[config.mk]
export PLATFORM = sky130hd
export DESIGN_NAME = mem_arbiter
export DESIGN_NICKNAME = d
export VERILOG_FILES = /design/src/rtl/mem_arbiter.sv
export SDC_FILE = /design/constraint.sdc
export NUM_CORES = 1
export LEC_CHECK = 0
export BUFFER_PORTS_ARGS = -buffer_cell sky130_fd_sc_hd__buf_2
export CAP_MARGIN = 20
export CELL_PAD_IN_SITES_DETAIL_PLACEMENT = 0
export CELL_PAD_IN_SITES_GLOBAL_PLACEMENT = 1
export CORE_MARGIN = 2
export CORE_UTILIZATION = 31
export CTS_CLUSTER_SIZE = 40
export DETAILED_ROUTE_END_ITERATION = 6
export PLACE_DENSITY = 0.78
export SKIP_CTS_REPAIR_TIMING = 1
export SLEW_MARGIN = 20
export SYNTH_ARGS = -nofsm -noshare
export SYNTH_HDL_FRONTEND = slang
export SYNTH_SLANG_ARGS = --single-unit
[constraint.sdc]
create_clock -name clock -period 1.5 [get_ports clock]
set_input_delay 0.075 -clock clock [delete_from_list [all_inputs] [get_ports clock]]
set_output_delay 0.075 -clock clock [all_outputs]
set_load 0.05 [all_outputs]
[src/rtl/mem_arbiter.sv]
`default_nettype none
// +--------------------------------------------------------------------+
// | Module      : mem_arbiter                                          |
// | Description : Two-port round-robin arbiter in front of a single    |
// |               input-registered / output-unregistered RAM.          |
// |               One access at a time: IDLE -> ACCESS -> (RD_WAIT) -> |
// |               ACK -> IDLE.                                         |
// | Revision    : 1.0  initial release                                 |
// +--------------------------------------------------------------------+
module mem_arbiter #(
  parameter int AW = 8,
  parameter int DW = 8
) (
  input  logic          clock,
  input  logic          resetn,
  input  logic          req0,
  input  logic          req1,
  input  logic          wr0,
  input  logic          wr1,
  input  logic [AW-1:0] addr0,
  input  logic [AW-1:0] addr1,
  input  logic [DW-1:0] wdata0,
  input  logic [DW-1:0] wdata1,
  output logic          ack0,
  output logic          ack1,
  output logic [DW-1:0] rdata0,
  output logic [DW-1:0] rdata1,
  output logic          busy,
  output logic [AW-1:0] ram_address,
  output logic [DW-1:0] ram_data,
  output logic          ram_wren,
  input  logic [DW-1:0] ram_q
);

  typedef enum logic [1:0] {
    IDLE    = 2'd0,
    ACCESS  = 2'd1,
    RD_WAIT = 2'd2,
    ACK     = 2'd3
  } state_t;

  state_t        r_state;
  state_t        w_state_nxt;
  logic          w_grant;
  logic          w_winner;
  logic          w_ack0;
  logic          w_ack1;
  logic          w_busy;
  logic          r_gnt;
  logic          r_last;
  logic          r_wren;
  logic [AW-1:0] r_addr;
  logic [DW-1:0] r_data;
  logic [DW-1:0] r_rdata0;
  logic [DW-1:0] r_rdata1;

  // Next-state, arbitration decision and state-decoded outputs.
  always_comb begin
    w_state_nxt = r_state;
    w_grant     = 1'b0;
    w_winner    = r_gnt;
    w_ack0      = 1'b0;
    w_ack1      = 1'b0;
    w_busy      = 1'b1;
    case (r_state)
      IDLE: begin
        w_busy = 1'b0;
        if (req0 || req1) begin
          w_state_nxt = ACCESS;
          w_grant     = 1'b1;
          // On a tie the port that was not served last wins; otherwise
          // the single requester wins (req1 alone selects port 1).
          w_winner    = (req0 && req1) ? ~r_last : req1;
        end
      end
      ACCESS:  w_state_nxt = r_wren ? ACK : RD_WAIT;
      RD_WAIT: w_state_nxt = ACK;
      ACK: begin
        w_state_nxt = IDLE;
        w_ack0      = ~r_gnt;
        w_ack1      = r_gnt;
      end
      default: w_state_nxt = IDLE;
    endcase
  end

  // State register; reset returns to IDLE immediately, aborting any access.
  always_ff @(posedge clock or negedge resetn) begin
    if (!resetn) begin
      r_state <= IDLE;
    end else begin
      r_state <= w_state_nxt;
    end
  end

  // Grant capture and RAM-side request registers; wren lives only in ACCESS.
  always_ff @(posedge clock or negedge resetn) begin
    if (!resetn) begin
      r_gnt  <= 1'b0;
      r_last <= 1'b1;
      r_wren <= 1'b0;
      r_addr <= '0;
      r_data <= '0;
    end else if (w_grant) begin
      r_gnt  <= w_winner;
      r_last <= w_winner;
      r_wren <= w_winner ? wr1    : wr0;
      r_addr <= w_winner ? addr1  : addr0;
      r_data <= w_winner ? wdata1 : wdata0;
    end else if (r_state == ACCESS) begin
      r_wren <= 1'b0;
    end
  end

  // Read-data capture: RAM output is valid during RD_WAIT.
  always_ff @(posedge clock or negedge resetn) begin
    if (!resetn) begin
      r_rdata0 <= '0;
      r_rdata1 <= '0;
    end else if (r_state == RD_WAIT) begin
      if (r_gnt) begin
        r_rdata1 <= ram_q;
      end else begin
        r_rdata0 <= ram_q;
      end
    end
  end

  assign ack0        = w_ack0;
  assign ack1        = w_ack1;
  assign busy        = w_busy;
  assign rdata0      = r_rdata0;
  assign rdata1      = r_rdata1;
  assign ram_address = r_addr;
  assign ram_data    = r_data;
  assign ram_wren    = r_wren;

endmodule
`default_nettype wire

==> flow_metrics.env, run 1 <==
export IMPL_initial_core_util=0.325
export IMPL_yosysUniqueCellTypes=27
export IMPL_clock_sinks=37
export IMPL_fp_dieW_um=80.4
export IMPL_critPathArrivalTime_ns=1.36
export IMPL_mostFrequentLayoutCells="78 x buf_2, 36 x dfrtp_1, 21 x nor2_1"
export IMPL_final_util=0.459
export IMPL_final_hold_viol_count=0
export IMPL_fin_skew_ns=0.00617
export IMPL_row_count=27
export IMPL_core_area_sq_um=5570
export IMPL_p_leak_nw=1.17
export IMPL_fp_dieArea_sq_um=6470
export IMPL_wire_per_inst_um=14.7
export IMPL_antennaDiodeCount=0
export IMPL_grt_pass1_wl_um=7570
export IMPL_ios=82
export IMPL_postRouteWirelength_um=4820
export IMPL_status="completed"
export IMPL_grt_pass1_vias=1604
export IMPL_finalMaxSlewViolations=0
export IMPL_drive_gt1_frac=0.512
export IMPL_hpwl_um=3620
export IMPL_power_density_nw_per_um2=2720
export IMPL_placed_cell_area_sq_um=2360
export IMPL_synthCells=162
export IMPL_drc=0
export IMPL_ant_nets=0
export IMPL_finalSetupViolCount=0
export IMPL_path_clk_slew_ns=0.08
export IMPL_worstMarginPinSlew_ns=0.328
export IMPL_num_nets_final=306
export IMPL_via_count=1596
export IMPL_root_buffer="clkbuf_8"
export IMPL_grtUsageTotal=0.155
export IMPL_syn_to_final_growth_pct=41.3
export IMPL_worstSetupPathType="flip-flop to output pin"
export IMPL_grt_max_degree=25
export IMPL_min_period_over_period=0.953
export IMPL_yosysSeqAreaShare=0.512
export IMPL_critPathMaxFanout=7
export IMPL_fmax_ghz=0.699
export IMPL_synth_avg_cell_area_sq_um=11.2
export IMPL_cts_buffer_depth=2
export IMPL_start_kind="flip-flop"
export IMPL_post_drt_via_cell_ratio=4.87
export IMPL_cts_made_buffers=5
export IMPL_slew_headroom=0.781
export IMPL_place_congestion=0.779
export IMPL_pre_cts_ws_ns=-0.0201
export IMPL_syn_num_nets=213
export IMPL_min_from="ram_q[2]"
export IMPL_layout_min_cycle_time_ns=1.43
export IMPL_clk_latency_ns=0.30
export IMPL_yosys_register_bits=37
export IMPL_grt_ovfl_total=0
export IMPL_yosysWarnings=0
export IMPL_cap_violations=0
export IMPL_dieHeight_um=80.4
export IMPL_fin_area_sq_um=2560
export IMPL_cts_tree="done"
export IMPL_drtIter0Drc=45
export IMPL_h_tree_depth=2
export IMPL_ir_drop_v=0.00110
export IMPL_syn_area_sq_um=1810
export IMPL_rsz0062_at_grt="false"
export IMPL_r2r_start="r_state[1]"
export IMPL_first_pass_iters=4
export IMPL_crit_start="r_state[1]"
export IMPL_io_buffers=81
export IMPL_critPathRequiredTime_ns=1.42
export IMPL_antenna_found_initial=0
export IMPL_fill_cells=557
export IMPL_final_common_cell="buf_2"
export IMPL_endpoint_kind="output pin"
export IMPL_hold_class="input pin to flip-flop"
export IMPL_setup_ws_ns=0.0699
-- metrics by stage --
stage,TNS (ns),total power [mW],cells,hold slack (ns)
6_report,0,6.95,328,0.0193
5_1_grt,0,7.39,328,0.00428
4_1_cts,-0.252,6.88,324,-0.328
3_5_place_dp,-0.0399,5.85,316,-0.000642
3_3_place_gp,0,5.78,316,-0.0131
2_1_floorplan,-0.0525,4.79,162,-0.221
-- cell families (layout without fill, tap and decap cells) --
logic type	Yosys count	count (layout)	synth area share
buffers and inverters	19	113	0.0684
and+or+nand+nor	30	30	0.0809
muxes	16	16	0.0995
AOI/OAI and AO/OA	55	55	0.205
adders and majority gates	5	5	0.0346
DFF	37	37	0.512
-- flip-flops by register name (all words and copies together), names as in the netlist --
name         flops
rdata0           8
r_last           1
ram_data         8
r_gnt            1
rdata1           8
r_state          2
ram_wren         1
ram_address      8
-- power breakdown --
part | leakage, nW | internal (mW) | switching [mW]
Combinational | 0.683 | 1.31 | 2.81
Clock | 0.0681 | 0.660 | 0.372
Sequential | 0.421 | 1.52 | 0.273
-- cell usage after synthesis --
master / count / share of area
a2111oi_0: 1 / 0.0048
ha_1: 5 / 0.035
o2111ai_1: 16 / 0.077
dfstp_2: 1 / 0.015
or3b_4: 1 / 0.0062
a211oi_1: 1 / 0.0041
nor2b_4: 1 / 0.0076
and2_1: 1 / 0.0035
a22oi_1: 1 / 0.0041
o21ai_0: 16 / 0.044
nor3b_2: 1 / 0.0069
nand2b_1: 1 / 0.0035
nor2b_1: 1 / 0.0035
dfrtp_1: 36 / 0.50
buf_4: 2 / 0.0083
inv_1: 4 / 0.0083
nor2_1: 21 / 0.044
inv_2: 1 / 0.0021
buf_2: 6 / 0.017
a211o_1: 1 / 0.0048
o21a_1: 1 / 0.0041
a31oi_1: 16 / 0.055
clkbuf_1: 1 / 0.0021
o21ai_1: 2 / 0.0055
mux2_2: 16 / 0.10
buf_6: 5 / 0.031
nand2_1: 3 / 0.0062
-- worst paths after layout --
| kind | endpoint | slack [ns] | depth (start not counted) |
|---|---|---|---|
| max | busy | 0.07 | 5 |
| min | rdata1[2] | 0.02 | 2 |
| max reg2reg | rdata0[0] | 0.09 | 5 |
| min reg2reg | rdata0[6] | 0.51 | 1 |
| max in group asynchronous | rdata0[4] | 0.67 | 3 |
| min in group asynchronous | r_state[1] | 0.20 | 2 |
-- layout make-up --
cell class                      instances  area [sq um]  area share
Timing Repair Buffer                  100           606       0.237
Sequential cell                        37           927       0.363
Multi-Input combinational cell        106           778       0.304
Tap cell                               72          90.1      0.0352
Inverter                                5          22.5     0.00881
Clock buffer                            5          68.8      0.0269
Clock inverter                          3          65.1      0.0254
-- critical path, stage by stage, from the launching register on --
cell	delay (ns)
dfrtp_1	0.39
inv_1	0.11
ha_4	0.17
buf_6	0.13
clkinvlp_4	0.10
buf_6	0.16
-- routing by layer --
metal | routed length (um) | GRT usage
met5 | 0 | 0
met3 | 331 | 0.0438
met2 | 2280 | 0.248
met1 | 2160 | 0.199
met4 | 56 | 0.0559
(Power assumes the default switching activity.)
==> run 2: changes to the inputs <==
- RECOVER_POWER: unset -> 25
==> flow_metrics.env, run 2 (same netlist as run 1, synthesis figures left out) <==
export IMPL_grt_ovfl_total=0
export IMPL_hold_class="input pin to flip-flop"
export IMPL_cpMostUsedCell="buf_6"
export IMPL_placed_cell_area_sq_um=2360
export IMPL_num_nets_final=306
export IMPL_post_drt_via_cell_ratio=4.87
export IMPL_dieHeight_um=80.4
export IMPL_mostFrequentLayoutCells="77 x buf_2, 36 x dfrtp_1, 21 x nor2_1"
export IMPL_cap_violations=0
export IMPL_first_pass_iters=4
export IMPL_grt_pass1_vias=1604
export IMPL_critPathRequiredTime_ns=1.42
export IMPL_path_clk_slew_ns=0.08
export IMPL_crit_slowest_cell="dfrtp_1"
export IMPL_io_buffers=81
export IMPL_setup_ws_ns=0.0699
export IMPL_setup_tns_ns=0
export IMPL_grtUsageTotal=0.155
export IMPL_antennaDiodeCount=0
export IMPL_power_density_nw_per_um2=2720
export IMPL_cts_buffer_depth=2
export IMPL_fill_cells=557
export IMPL_critPathMaxFanout=7
export IMPL_core_area_sq_um=5570
export IMPL_min_period_over_period=0.953
export IMPL_finalSetupViolCount=0
export IMPL_pre_cts_ws_ns=-0.0201
export IMPL_ir_drop_v=0.00110
export IMPL_drtIter0Drc=45
export IMPL_holdWs_ns=0.0193
export IMPL_endpoint_kind="output pin"
export IMPL_rsz0062_at_grt="false"
export IMPL_layout_min_cycle_time_ns=1.43
export IMPL_antenna_found_initial=0
export IMPL_fin_area_sq_um=2560
export IMPL_root_buffer="clkbuf_8"
export IMPL_critPathArrivalTime_ns=1.36
export IMPL_p_total_mw=6.95
export IMPL_cts_made_buffers=5
export IMPL_combPwrFrac=0.593
export IMPL_worstMarginPinSlew_ns=0.785
export IMPL_fp_dieW_um=80.4
export IMPL_postRouteWirelength_um=4820
export IMPL_finalMaxSlewViolations=0
export IMPL_clk_latency_ns=0.30
export IMPL_final_util=0.459
export IMPL_drive_gt1_frac=0.508
export IMPL_cts_tree="done"
export IMPL_status="completed"
export IMPL_internal_power_mw=3.49
export IMPL_fin_skew_ns=0.00617
export IMPL_dpl_cell_count=316
export IMPL_start_kind="flip-flop"
export IMPL_swShare=0.497
export IMPL_fp_dieArea_sq_um=6470
export IMPL_final_common_cell="buf_2"
export IMPL_pwr_share_seq=0.259
export IMPL_worstSetupPathType="flip-flop to output pin"
export IMPL_crit_chain="inv_1, ha_4, buf_6, clkinvlp_4, buf_6"
export IMPL_h_tree_depth=2
export IMPL_clock_sinks=37
export IMPL_initial_core_util=0.325
export IMPL_via_count=1596
export IMPL_place_congestion=0.779
export IMPL_fmax_ghz=0.699
export IMPL_hpwl_um=3620
export IMPL_grt_pass1_wl_um=7570
export IMPL_slew_headroom=0.477
export IMPL_pwr_share_clk=0.148
export IMPL_ios=82
export IMPL_ant_nets=0
export IMPL_row_count=27
export IMPL_final_hold_viol_count=0
export IMPL_drc=0
export IMPL_grt_max_degree=25
export IMPL_layout_cells_non_filler=328
export IMPL_p_sw_mw=3.46
export IMPL_wire_per_inst_um=14.7
export IMPL_p_leak_nw=1.17
export IMPL_syn_to_final_growth_pct=41.2
export IMPL_max_stage_delay_ns=0.39
## run 2: worst paths after layout
path | cells past startpoint | start | end | slack [ns]
min in group asynchronous | 2 | resetn | r_state[1] | 0.36
min | 2 | ram_q[2] | rdata1[2] | 0.02
max in group asynchronous | 3 | resetn | rdata0[4] | 0.32
max reg2reg | 5 | r_state[1] | rdata0[0] | 0.09
min reg2reg | 1 | rdata0[6] | rdata0[6] | 0.51
max | 5 | r_state[1] | busy | 0.07
## run 2: area by class of cell
cell class | instances | area [sq um] | share of cell area
sequential | 37 | 927 | 0.363
clock buffer | 5 | 68.8 | 0.0269
tap | 72 | 90.1 | 0.0352
timing repair buffer | 100 | 604 | 0.236
multi-input combinational | 106 | 778 | 0.304
clock inverter | 3 | 65.1 | 0.0255
inverter | 5 | 22.5 | 0.00881
## run 2: layer usage
metal | share of wire | global-route usage
met5 | 0 | 0
met3 | 0.069 | 0.0438
met1 | 0.45 | 0.199
met2 | 0.47 | 0.248
met4 | 0.012 | 0.0559
## run 2: power by group through the flow
stage / combinational, mW / sequential [mW] / clock [mW]
5_1_grt: 4.41 / 1.86 / 1.11
6_report: 4.12 / 1.80 / 1.03
3_3_place_gp: 3.98 / 1.80 / 0
3_5_place_dp: 4.03 / 1.82 / 0
4_1_cts: 4.02 / 1.81 / 1.05
2_1_floorplan: 1.42 / 3.37 / 0
## run 2: critical path, delay by kind of cell, from the launching register on
kind                     cells  cell delay (ns)
flip-flops                   1             0.39
buffers and inverters        4             0.50
adder cells (fa/ha/maj)      1             0.17
==> run 3: changes to the inputs <==
- BUFFER_PORTS_ARGS: -buffer_cell sky130_fd_sc_hd__buf_2 -> -buffer_cell sky130_fd_sc_hd__buf_4
==> flow_metrics.env, run 3 (same netlist as run 1, synthesis figures left out) <==
export IMPL_status="completed"
export IMPL_cap_violations=0
export IMPL_fp_dieArea_sq_um=6470
export IMPL_cts_tree="done"
export IMPL_ant_nets=0
export IMPL_min_period_over_period=0.956
export IMPL_grt_pass1_vias=1529
export IMPL_endpoint_kind="output pin"
export IMPL_finalSetupViolCount=0
export IMPL_clock_sinks=37
export IMPL_clk_latency_ns=0.28
export IMPL_worstSetupPathType="flip-flop to output pin"
export IMPL_dpl_cell_count=313
export IMPL_cts_buffer_depth=2
export IMPL_fp_dieW_um=80.4
export IMPL_drtIter0Drc=100
export IMPL_path_clk_slew_ns=0.07
export IMPL_wire_per_inst_um=15.1
export IMPL_hpwl_um=3600
export IMPL_grtUsageTotal=0.152
export IMPL_first_pass_iters=4
export IMPL_syn_to_final_growth_pct=49.1
export IMPL_drive_gt1_frac=0.512
export IMPL_cts_made_buffers=5
export IMPL_num_nets_final=302
export IMPL_critPathRequiredTime_ns=1.42
export IMPL_place_congestion=0.749
export IMPL_row_count=27
export IMPL_grt_max_degree=38
export IMPL_grt_ovfl_total=0
export IMPL_final_common_cell="buf_4"
export IMPL_critPathArrivalTime_ns=1.36
export IMPL_finalMaxSlewViolations=0
export IMPL_mostFrequentLayoutCells="90 x buf_4, 36 x dfrtp_1, 21 x nor2_1"
export IMPL_postRouteWirelength_um=4880
export IMPL_fin_area_sq_um=2700
export IMPL_antenna_found_initial=0
export IMPL_root_buffer="clkbuf_8"
export IMPL_drc=0
export IMPL_layout_min_cycle_time_ns=1.43
export IMPL_critPathMaxFanout=7
export IMPL_p_leak_nw=1.21
export IMPL_core_area_sq_um=5570
export IMPL_slew_headroom=0.395
export IMPL_hold_class="input pin to flip-flop"
export IMPL_dieHeight_um=80.4
export IMPL_io_buffers=81
export IMPL_start_kind="flip-flop"
export IMPL_multi_input_area_sq_um=778
export IMPL_initial_core_util=0.325
export IMPL_antennaDiodeCount=0
export IMPL_ios=82
export IMPL_post_drt_via_cell_ratio=4.99
export IMPL_final_hold_viol_count=0
export IMPL_p_total_mw=7.12
export IMPL_grt_pass1_wl_um=7510
export IMPL_layout_cells_non_filler=324
export IMPL_via_count=1617
export IMPL_fin_skew_ns=0.00288
export IMPL_h_tree_depth=2
export IMPL_final_util=0.484
export IMPL_seqCellArea_sq_um=927
export IMPL_power_density_nw_per_um2=2640
export IMPL_fmax_ghz=0.698
export IMPL_worstMarginPinSlew_ns=0.908
export IMPL_placed_cell_area_sq_um=2540
export IMPL_fill_cells=542
export IMPL_ir_drop_v=0.00122
-- run 3: cell types whose count changed in the layout (fill, tap and decap cells not counted), sizes merged --
| cell | previous run | this run |
|---|---|---|
| clkinvlp | 1 | 2 |
| buf | 97 | 94 |
| clkinv | 1 | 0 |
| clkbuf | 6 | 7 |
| dlygate4sd3 | 2 | 1 |
| bufinv | 2 | 1 |
-- run 3: final timing paths --
kind                       startpoint             end  slack [ns]  cells past startpoint
setup reg to reg           r_state[1]  ram_address[2]        0.12                      6
max in group asynchronous      resetn     ram_data[2]        0.49                      2
min in group asynchronous      resetn       rdata0[4]        0.45                      2
hold reg to reg             rdata0[1]       rdata0[1]        0.51                      1
setup / recovery           r_state[1]            busy        0.07                      5
hold / removal                    wr0        ram_wren        0.02                      2
-- run 3: through the flow --
stage          worst slack, ns  setup TNS (ns)  hold WS, ns
2_1_floorplan          -0.0348         -0.0525       -0.221
3_3_place_gp            0.0437               0       0.0684
3_5_place_dp          0.000958               0       0.0733
4_1_cts                 -0.132          -0.202       -0.242
5_1_grt               -0.00418        -0.00418       0.0135
6_report                0.0665               0       0.0153
-- run 3: where the power goes --
group	total [mW]	internal (mW)	switching [mW]
Combinational	4.39	1.58	2.82
Sequential	1.82	1.52	0.295
Clock	0.901	0.541	0.361
Total	7.12	3.64	3.47
-- run 3: layer usage --
metal	part of all wire	up-vias	track usage	wire length, um
met5	0	-	0	0
met4	0.0082	0	0.0492	40
met3	0.071	5	0.0348	346
met2	0.47	65	0.250	2300
met1	0.45	765	0.196	2190
li1	-	782	-	-
-- run 3: worst max-delay path, cell delays in order (launching register included) --
cell	delay, ns
dfrtp_1	0.43
inv_2	0.09
ha_4	0.15
buf_6	0.13
clkinvlp_4	0.08
buf_4	0.19
-- run 3: cell type report --
cell class,count,share of cell area
Multi-Input combinational cell,106,0.288
Clock inverter,2,0.0139
Tap cell,72,0.0334
Clock buffer,6,0.0306
Inverter,5,0.00834
Timing Repair Buffer,96,0.282
Sequential cell,37,0.343
